[config.mk]
export PLATFORM = sky130hd
export DESIGN_NAME = apu_power_ctrl
export DESIGN_NICKNAME = d
export VERILOG_FILES = /design/src/rtl/apu_power_ctrl.sv
export SDC_FILE = /design/constraint.sdc
export NUM_CORES = 1
export LEC_CHECK = 0
export CORE_MARGIN = 5
export CORE_UTILIZATION = 30
export CTS_BUF_LIST = sky130_fd_sc_hd__clkbuf_2 sky130_fd_sc_hd__clkbuf_4 sky130_fd_sc_hd__clkbuf_8
export DETAILED_ROUTE_END_ITERATION = 16
export GPL_TIMING_DRIVEN = 0
export PLACE_DENSITY = 0.66
export SLEW_MARGIN = 25
export SYNTH_ARGS = -nofsm -noshare
export SYNTH_HDL_FRONTEND = slang
export SYNTH_SLANG_ARGS = --single-unit
export TNS_END_PERCENT = 30
[constraint.sdc]
create_clock -name clk -period 1.87 [get_ports clk]
set_input_delay 0.374 -clock clk [delete_from_list [all_inputs] [get_ports clk]]
set_output_delay 0.374 -clock clk [all_outputs]
set_load 0.05 [all_outputs]
[src/rtl/apu_power_ctrl.sv]
// APU power controller: owns the NR52 master enable, forwards CPU writes to
// the FF10-FF25 register bank and to wave RAM, and on power-off walks the
// register bank writing zero, one register per clock.
//
// Handshake: there is no back-pressure. cpu_wr is a one-clock request that is
// always consumed on the edge that samples it. reg_we and wave_we are
// one-clock strobes, valid for exactly the cycle they are high, and the
// receiving bank must accept them unconditionally.
module apu_power_ctrl #(
   parameter logic       RESET_ON  = 1'b1,
   parameter logic [5:0] FIRST_REG = 6'h10,
   parameter logic [5:0] LAST_REG  = 6'h25
) (
   input  logic        clk,
   input  logic        reset,
   input  logic [15:0] a,
   input  logic [7:0]  d,
   input  logic        cpu_wr,
   input  logic [3:0]  ch_active,
   output logic        reg_we,
   output logic [5:0]  reg_sel,
   output logic [7:0]  reg_wdata,
   output logic        wave_we,
   output logic [3:0]  wave_addr,
   output logic [7:0]  wave_wdata,
   output logic        apu_on,
   output logic        clearing,
   output logic        seq_rst,
   output logic [7:0]  nr52_rdata
);

   typedef enum logic [1:0] {
      ST_ON  = 2'd0,
      ST_OFF = 2'd1,
      ST_CLR = 2'd2
   } state_t;

   state_t     state;
   logic [5:0] ptr;        // next register the clear walk will write
   logic       walk_done;  // the LAST_REG strobe has been issued
   logic       pend;       // power-on requested while the walk runs

   logic page_hit;
   logic reg_hit;
   logic pwr_hit;
   logic wave_hit;
   logic pend_next;

   // Address decode of the current CPU write; FF15 and FF1F are unmapped holes.
   always_comb begin
      page_hit  = cpu_wr && (a[15:8] == 8'hFF);
      reg_hit   = page_hit && (a[7:0] >= 8'h10) && (a[7:0] <= 8'h25)
                  && (a[7:0] != 8'h15) && (a[7:0] != 8'h1F);
      pwr_hit   = page_hit && (a[7:0] == 8'h26);
      wave_hit  = page_hit && (a[7:4] == 4'h3);
      pend_next = pwr_hit ? d[7] : pend;
   end

   // Walk pointer step, hopping over the two unmapped offsets.
   function automatic logic [5:0] next_ptr(input logic [5:0] p);
      logic [5:0] n;
      n = p + 6'd1;
      if ((n == 6'h15) || (n == 6'h1F)) begin
         n = n + 6'd1;
      end
      return n;
   endfunction

   // NR52 read value; apu_on is already low for the whole walk.
   assign nr52_rdata = {apu_on, 3'b111, ch_active};

   // Power state machine with all outputs registered.
   always_ff @(posedge clk) begin
      if (reset) begin
         state      <= RESET_ON ? ST_ON : ST_OFF;
         ptr        <= 6'd0;
         walk_done  <= 1'b0;
         pend       <= 1'b0;
         reg_we     <= 1'b0;
         reg_sel    <= 6'd0;
         reg_wdata  <= 8'd0;
         wave_we    <= 1'b0;
         wave_addr  <= 4'd0;
         wave_wdata <= 8'd0;
         apu_on     <= RESET_ON;
         clearing   <= 1'b0;
         seq_rst    <= 1'b0;
      end else begin
         reg_we  <= 1'b0;
         wave_we <= 1'b0;
         seq_rst <= 1'b0;

         // Wave RAM is outside the power domain and never waits on the walk.
         if (wave_hit) begin
            wave_we    <= 1'b1;
            wave_addr  <= a[3:0];
            wave_wdata <= d;
         end

         case (state)
            ST_ON: begin
               if (reg_hit) begin
                  reg_we    <= 1'b1;
                  reg_sel   <= a[5:0];
                  reg_wdata <= d;
               end else if (pwr_hit && !d[7]) begin
                  // The first walk strobe goes out on the power-off edge itself.
                  state     <= ST_CLR;
                  apu_on    <= 1'b0;
                  clearing  <= 1'b1;
                  reg_we    <= 1'b1;
                  reg_sel   <= FIRST_REG;
                  reg_wdata <= 8'd0;
                  ptr       <= next_ptr(FIRST_REG);
                  walk_done <= (FIRST_REG == LAST_REG);
                  pend      <= 1'b0;
               end
            end

            ST_CLR: begin
               if (!walk_done) begin
                  // CPU register writes are dropped; the walk owns the bank.
                  reg_we    <= 1'b1;
                  reg_sel   <= ptr;
                  reg_wdata <= 8'd0;
                  ptr       <= next_ptr(ptr);
                  walk_done <= (ptr == LAST_REG);
                  pend      <= pend_next;
               end else begin
                  // Writes sampled during the final strobe still count here.
                  state     <= pend_next ? ST_ON : ST_OFF;
                  apu_on    <= pend_next;
                  seq_rst   <= pend_next;
                  clearing  <= 1'b0;
                  walk_done <= 1'b0;
                  pend      <= 1'b0;
               end
            end

            ST_OFF: begin
               if (pwr_hit && d[7]) begin
                  state   <= ST_ON;
                  apu_on  <= 1'b1;
                  seq_rst <= 1'b1;
               end
            end

            default: begin
               state <= ST_OFF;
            end
         endcase
      end
   end

endmodule

---- Yosys cells after proc, flatten, opt, wreduce, memory -nomap -nowiden ----
Cells that the tools add are included.
word-level totals
  logic and storage cells ................. 94
  register bits ........................... 41
  bits of input ports ..................... 31
cells by class
  mux-type cells .......................... 41
  reduce and logical (&&, ||, !) cells .... 20
  $add $sub $neg .......................... 2
  $lt $le $gt $ge ......................... 2
  equal/unequal tests ..................... 16
operator list
  operator                                                           number
  two-way mux 6 bit                                                  7
  two-way mux 8 bit                                                  3
  case mux 6 bit (2 select lines)                                    2
  two-way mux 1 bit                                                  17
  != test 8 x 5 -> 1 bit, second input constant                      2
  case mux 8 bit (2 select lines)                                    1
  adder 6 x 1 -> 6 bit, second input constant                        2
  equality test 6 x 5 -> 1 bit, second input constant                2
  AND reduction 4 bit                                                3
  != test 2 bit, second input constant                               5
  case mux 1 bit (2 select lines)                                    5
  logical AND 1 bit                                                  9
  equality test 8 x 6 -> 1 bit, second input constant                1
  equality test 8 bit, second input constant                         1
  greater-or-equal comparator 8 x 5 -> 1 bit, second input constant  1
  <= comparator 8 x 6 -> 1 bit, second input constant                1
  two-way mux 2 bit                                                  4
  equality test 6 bit, second input constant                         1
  case mux 2 bit (3 select lines)                                    1
  AND reduction 3 bit                                                2
  AND reduction 5 bit                                                1
  equality test 4 x 2 -> 1 bit, second input constant                1
  != test 3 bit, second input constant                               1
  case mux 1 bit (3 select lines)                                    1
  other kinds (7)                                                    7

---- Longest topological paths before layout ----
  depth after elaboration ................. 8
  gate-level depth with buffers ........... 9
  gate-level depth less buffers ........... 8

---- Worst setup path after synthesis ----
No wires, ideal clock.
  path kind ............................... input to register
  from .................................... input port a[7]
  to ...................................... register reg_wdata[0]
  path buffers ............................ 0
  stages on the path ...................... 6
  path slack .............................. -0.076 ns
  arrival time ............................ 1.829 ns
  data required time ...................... 1.753 ns
  path through ............................ or2_4 -> nor4_4 -> nand4b_2 -> a31oi_4 -> nor2_1 -> a22o_1
between the ends
  longest elaborated chain between the ends .. 7
  elaborated cells on any way between the ends .. 15
  those cells by class .................... 2 x order compare; 4 x eq/ne; 2 x mux; 7 x reduce/logical
RTL lines
  element                                                                                  RTL line  source
  from (decl)                                                                              16        input logic [15:0] a,
  greater-or-equal comparator 8 x 5 -> 1 bit                                               52        reg_hit = page_hit && (a[7:0] >= 8'h10) && (a[7:0] <= 8'h25)
  logical AND 1 bit (2 in a row)                                                           52
  logical AND 1 bit (2 in a row)                                                           53        && (a[7:0] != 8'h15) && (a[7:0] != 8'h1F);
  != test 3 bit (no line) / two-way mux 8 bit (equally long branches)                      n/a
  AND reduction 3 bit (no line) / case mux 8 bit (2 select lines) (equally long branches)  n/a
  to (signal assigned)                                                                     81        reg_wdata <= 8'd0;
  to (signal assigned)                                                                     105       reg_wdata <= d;
  to (signal assigned)                                                                     113       reg_wdata <= 8'd0;
  to (decl)                                                                                22        output logic [7:0] reg_wdata,
Several ways; a longest one is shown, not always the timed one.
A chain may end at the register's enable or synchronous reset.

---- Worst setup path in the final report ----
  from .................................... register ptr[0]
  to ...................................... register ptr[1]
between the ends
  longest elaborated chain between the ends .. 6
  elaborated cells on any way between the ends .. 8
  those cells by class .................... 2 x add/sub; 2 x eq/ne; 3 x mux; 1 x reduce/logical
RTL lines
  element                                                                       RTL line  source
  from (decl)                                                                   39        logic [5:0] ptr;
  from (signal assigned)                                                        114       ptr <= next_ptr(FIRST_REG);
  from (signal assigned)                                                        126       ptr <= next_ptr(ptr);
  adder 6 x 1 -> 6 bit *                                                        62        n = p + 6'd1;
  parallel branches: the longest is 2 deep, another holds adder 6 x 1 -> 6 bit  n/a
  two-way mux 6 bit *                                                           63        if ((n == 6'h15) || (n == 6'h1F)) begin
  two-way mux 6 bit *                                                           121       if (!walk_done) begin
  case mux 6 bit (2 select lines) *                                             100       case (state)
Every way passes the cells marked *. The select of a mux whose other input is x is not followed.

==> metrics.txt <==
status complete, but fails checks; failing checks setup timing; CP Launch Type flop; ys async rst share 0; count of cell types in the netlist 52; reg-to-reg endpoint ptr[1]$_SDFFE_PP0P_; Pwr Density 630.4 nW/um^2; DP HPWL ~4700 microns; setup TNS -21.72 ps; routed via count approximately 2100; TritonCTS buffer count 5; layout cells sized above 1 0.2886; GRT Total Usage 0.1363; Worst-Margin Slew approximately 520 ps; WL/cell around 14 microns; Area Growth Syn to Fin 51.10%; Critical Path RT slightly above 2000 ps; grt met3 use 0.03597; CP Max Fanout 6; Leak Pwr around 1.4 nW; met2 GRT Util 0.2287; CP endpoint ptr[1]$_SDFFE_PP0P_; Rows 31; GR Overflow Total 0; CTS tree done; cell count after synthesis about 260; clock slew at reported path FFs around 80 ps; peak supply drop between 0.2 and 0.3 mV; die width 95.90 microns; Yosys warnings 0; Initial DRC Count 73; largest net degree at the start of global routing 14; wirelength, routed 6388 microns; via/cell ratio about 4.8; die area slightly above 9000 sq um; core area slightly above 7000 sq um; Worst R2R Start ptr[0]$_SDFFE_PP0P_; Top FF cell, synth dfxtp_1; Reg2Reg Depth 8; Setup WS post-layout -21.72 ps; ANT nets after route 0; total power draw 2.108 mW; busiest grt layer met2; fin crit share 1.012; H-tree levels 2; antenna fix cells 0; I/O pins 70; Final Hold Vio Count 0; Root Driver clkbuf_8; max-slew violations 0; vias in the first global route 2049; grt met1 use 0.1729; initial antenna violation count 0; synthesized area per cell about 8.7 sq um; fin util 0.4636; GP Congestion ~0.83; RSZ-0062 raised after global routing true; Crit Path Class reg -> reg; Mapped Area around 2200 sq um; register area share after synthesis 0.3708; Setup violations, final 1; skew final about 4.8 ps; IO buf count 61; minimum clock period roughly 1900 ps; CP Capture Type flop; chip height ~96 microns; Max Clk Rate roughly 530 MHz; Seq cells post-synth between 40 and 50; EDFF count, synth 0; Worst-Skew Late Latency between 200 and 300 ps; TritonCTS sink count 41; CTS Buffer Depth 2; pre-CTS setup slack -806.5 ps; first-pass GRT wire length 9956 microns; Hold WC Path Type in -> reg; Max Cap Viol 0; Final #Nets roughly 380; DP Area 2964 sq um; crit path launch ptr[0]$_SDFFE_PP0P_; CP arrival 2080 ps; r2r setup slk -20 ps; Initial Util 0.3068; Slew HR 0.6499; Design Area, Final 3344 sq um; drt pass-1 iters 4; Residual DRC 0
==> routing by layer <==
| layer | part of all wire | wire length, microns | vias to the layer above |
|---|---|---|---|
| met1 | 0.45 | 2860 | 988 |
| met2 | 0.49 | 3115 | 51 |
| li1 | - | - | 1080 |
| met3 | 0.053 | 338 | 6 |
| met5 | 0 | 0 | - |
| met4 | 0.012 | 74 | 0 |
==> registers in the layout, indices dropped and copies added (netlist names) <==
register    flops
wave_we         1
walk_done       1
seq_rst         1
state           2
pend            1
clearing        1
wave_addr       4
ptr             6
reg_we          1
wave_wdata      8
reg_wdata       8
apu_on          1
reg_sel         6
==> synth_stat cells, types with 3 or more instances <==
library cell  number  share of area
nand2b_1           3         0.0085
inv_1             11          0.019
nand4_1            3         0.0085
o21ai_0            3         0.0068
a22oi_1            4          0.014
nor3_1             3         0.0068
xnor2_1            3          0.012
a311oi_1           3          0.012
buf_4              8          0.027
nand2_1           42          0.071
nand3_1            9          0.020
nor4b_1            3          0.012
dfxtp_1           41           0.37
a211oi_2           5          0.028
a31oi_1            3         0.0085
a22o_1             8          0.032
and3_1             3         0.0085
mux2_2             4          0.020
nor4_2             3          0.017
a21oi_1           24          0.054
ha_1               8          0.045
clkbuf_1           8          0.014
nor2_1            16          0.027
==> metrics by stage <==
step	hold WS (ps)	std cells
floorplan	446.2	257
global placement	439.0	417
detailed placement	443.0	417
CTS	454.9	433
global route	425.8	442
finish	413.3	442
==> cell families (layout without fill, tap and decap cells) <==
| family | Yosys count | count (layout) | share of synthesized area |
|---|---|---|---|
| adder cells (fa/ha/maj) | 8 | 8 | 0.04523 |
| XOR/XNOR | 5 | 5 | 0.01979 |
| flip-flops | 41 | 41 | 0.3708 |
| other | 1 | 3 | 0.001694 |
| AND/OR/NAND/NOR | 97 | 97 | 0.2295 |
| multiplexers | 5 | 5 | 0.02487 |
| buffers and inverters | 31 | 117 | 0.07405 |
| AO/OA/AOI/OAI | 67 | 67 | 0.2340 |
==> critical path, stage by stage (launching register included) <==
cell,delay (ps)
dfxtp_4,380
inv_4,80
ha_4,140
nand2_1,60
mux2_4,310
a2111oi_4,390
xnor2_1,190
nor3_1,70
o21a_1,160
==> power by group <==
group / switching, mW / internal (mW)
Combinational: 0.262 / 0.173
Sequential: 0.0195 / 0.895
Clock: 0.325 / 0.434
Total: 0.607 / 1.50
==> timing repair <==
| action | in CTS | in global routing |
|---|---|---|
| buffers inserted | 7 | 9 |
| hold buffers | 0 | 0 |
| pin swaps | 23 | 22 |
| gates resized for setup | 52 | 56 |
| cloned | 1 | 0 |
| setup endpoints to repair | 38 | 37 |
==> how the worst min path moves through the flow <==
stage | end | startpoint | slack [ps] | cells after the start
after floorplan | pend$_SDFFE_PP0P_ | pend$_SDFFE_PP0P_ | 450 | 2
after global placement | wave_wdata[5]$_SDFFE_PP0P_ | wave_wdata[5]$_SDFFE_PP0P_ | 440 | 2
after detailed placement | wave_wdata[5]$_SDFFE_PP0P_ | wave_wdata[5]$_SDFFE_PP0P_ | 440 | 2
after CTS | wave_wdata[5]$_SDFFE_PP0P_ | wave_wdata[5]$_SDFFE_PP0P_ | 450 | 2
after global routing | wave_addr[3]$_SDFFE_PP0P_ | a[3] | 430 | 3
final | wave_addr[3]$_SDFFE_PP0P_ | a[3] | 410 | 3
==> cell type report <==
cell class | instances | area (sq um)
fill | 741 | 3870
multi-input combinational | 185 | 1386
sequential | 41 | 829.5
timing repair buffer | 78 | 703.2
buffer | 20 | 135.1
tap | 99 | 123.9
clock buffer | 6 | 82.58
inverter | 11 | 46.29
clock inverter | 2 | 37.54
==> placed cells by master (no fill, tap or decap), types with 4 or more instances in the layout <==
cell,n
nand3_1,7
nor2_1,13
dfxtp_1,38
a211oi_2,4
a21oi_1,22
dlymetal6s2s_1,8
ha_1,6
nor4_4,4
clkdlybuf4s50_1,36
clkbuf_2,15
buf_4,26
a22o_1,8
nand2_1,41
inv_1,8
buf_6,5
clkbuf_8,6
No activity file was read; power rests on OpenSTA's default activity.
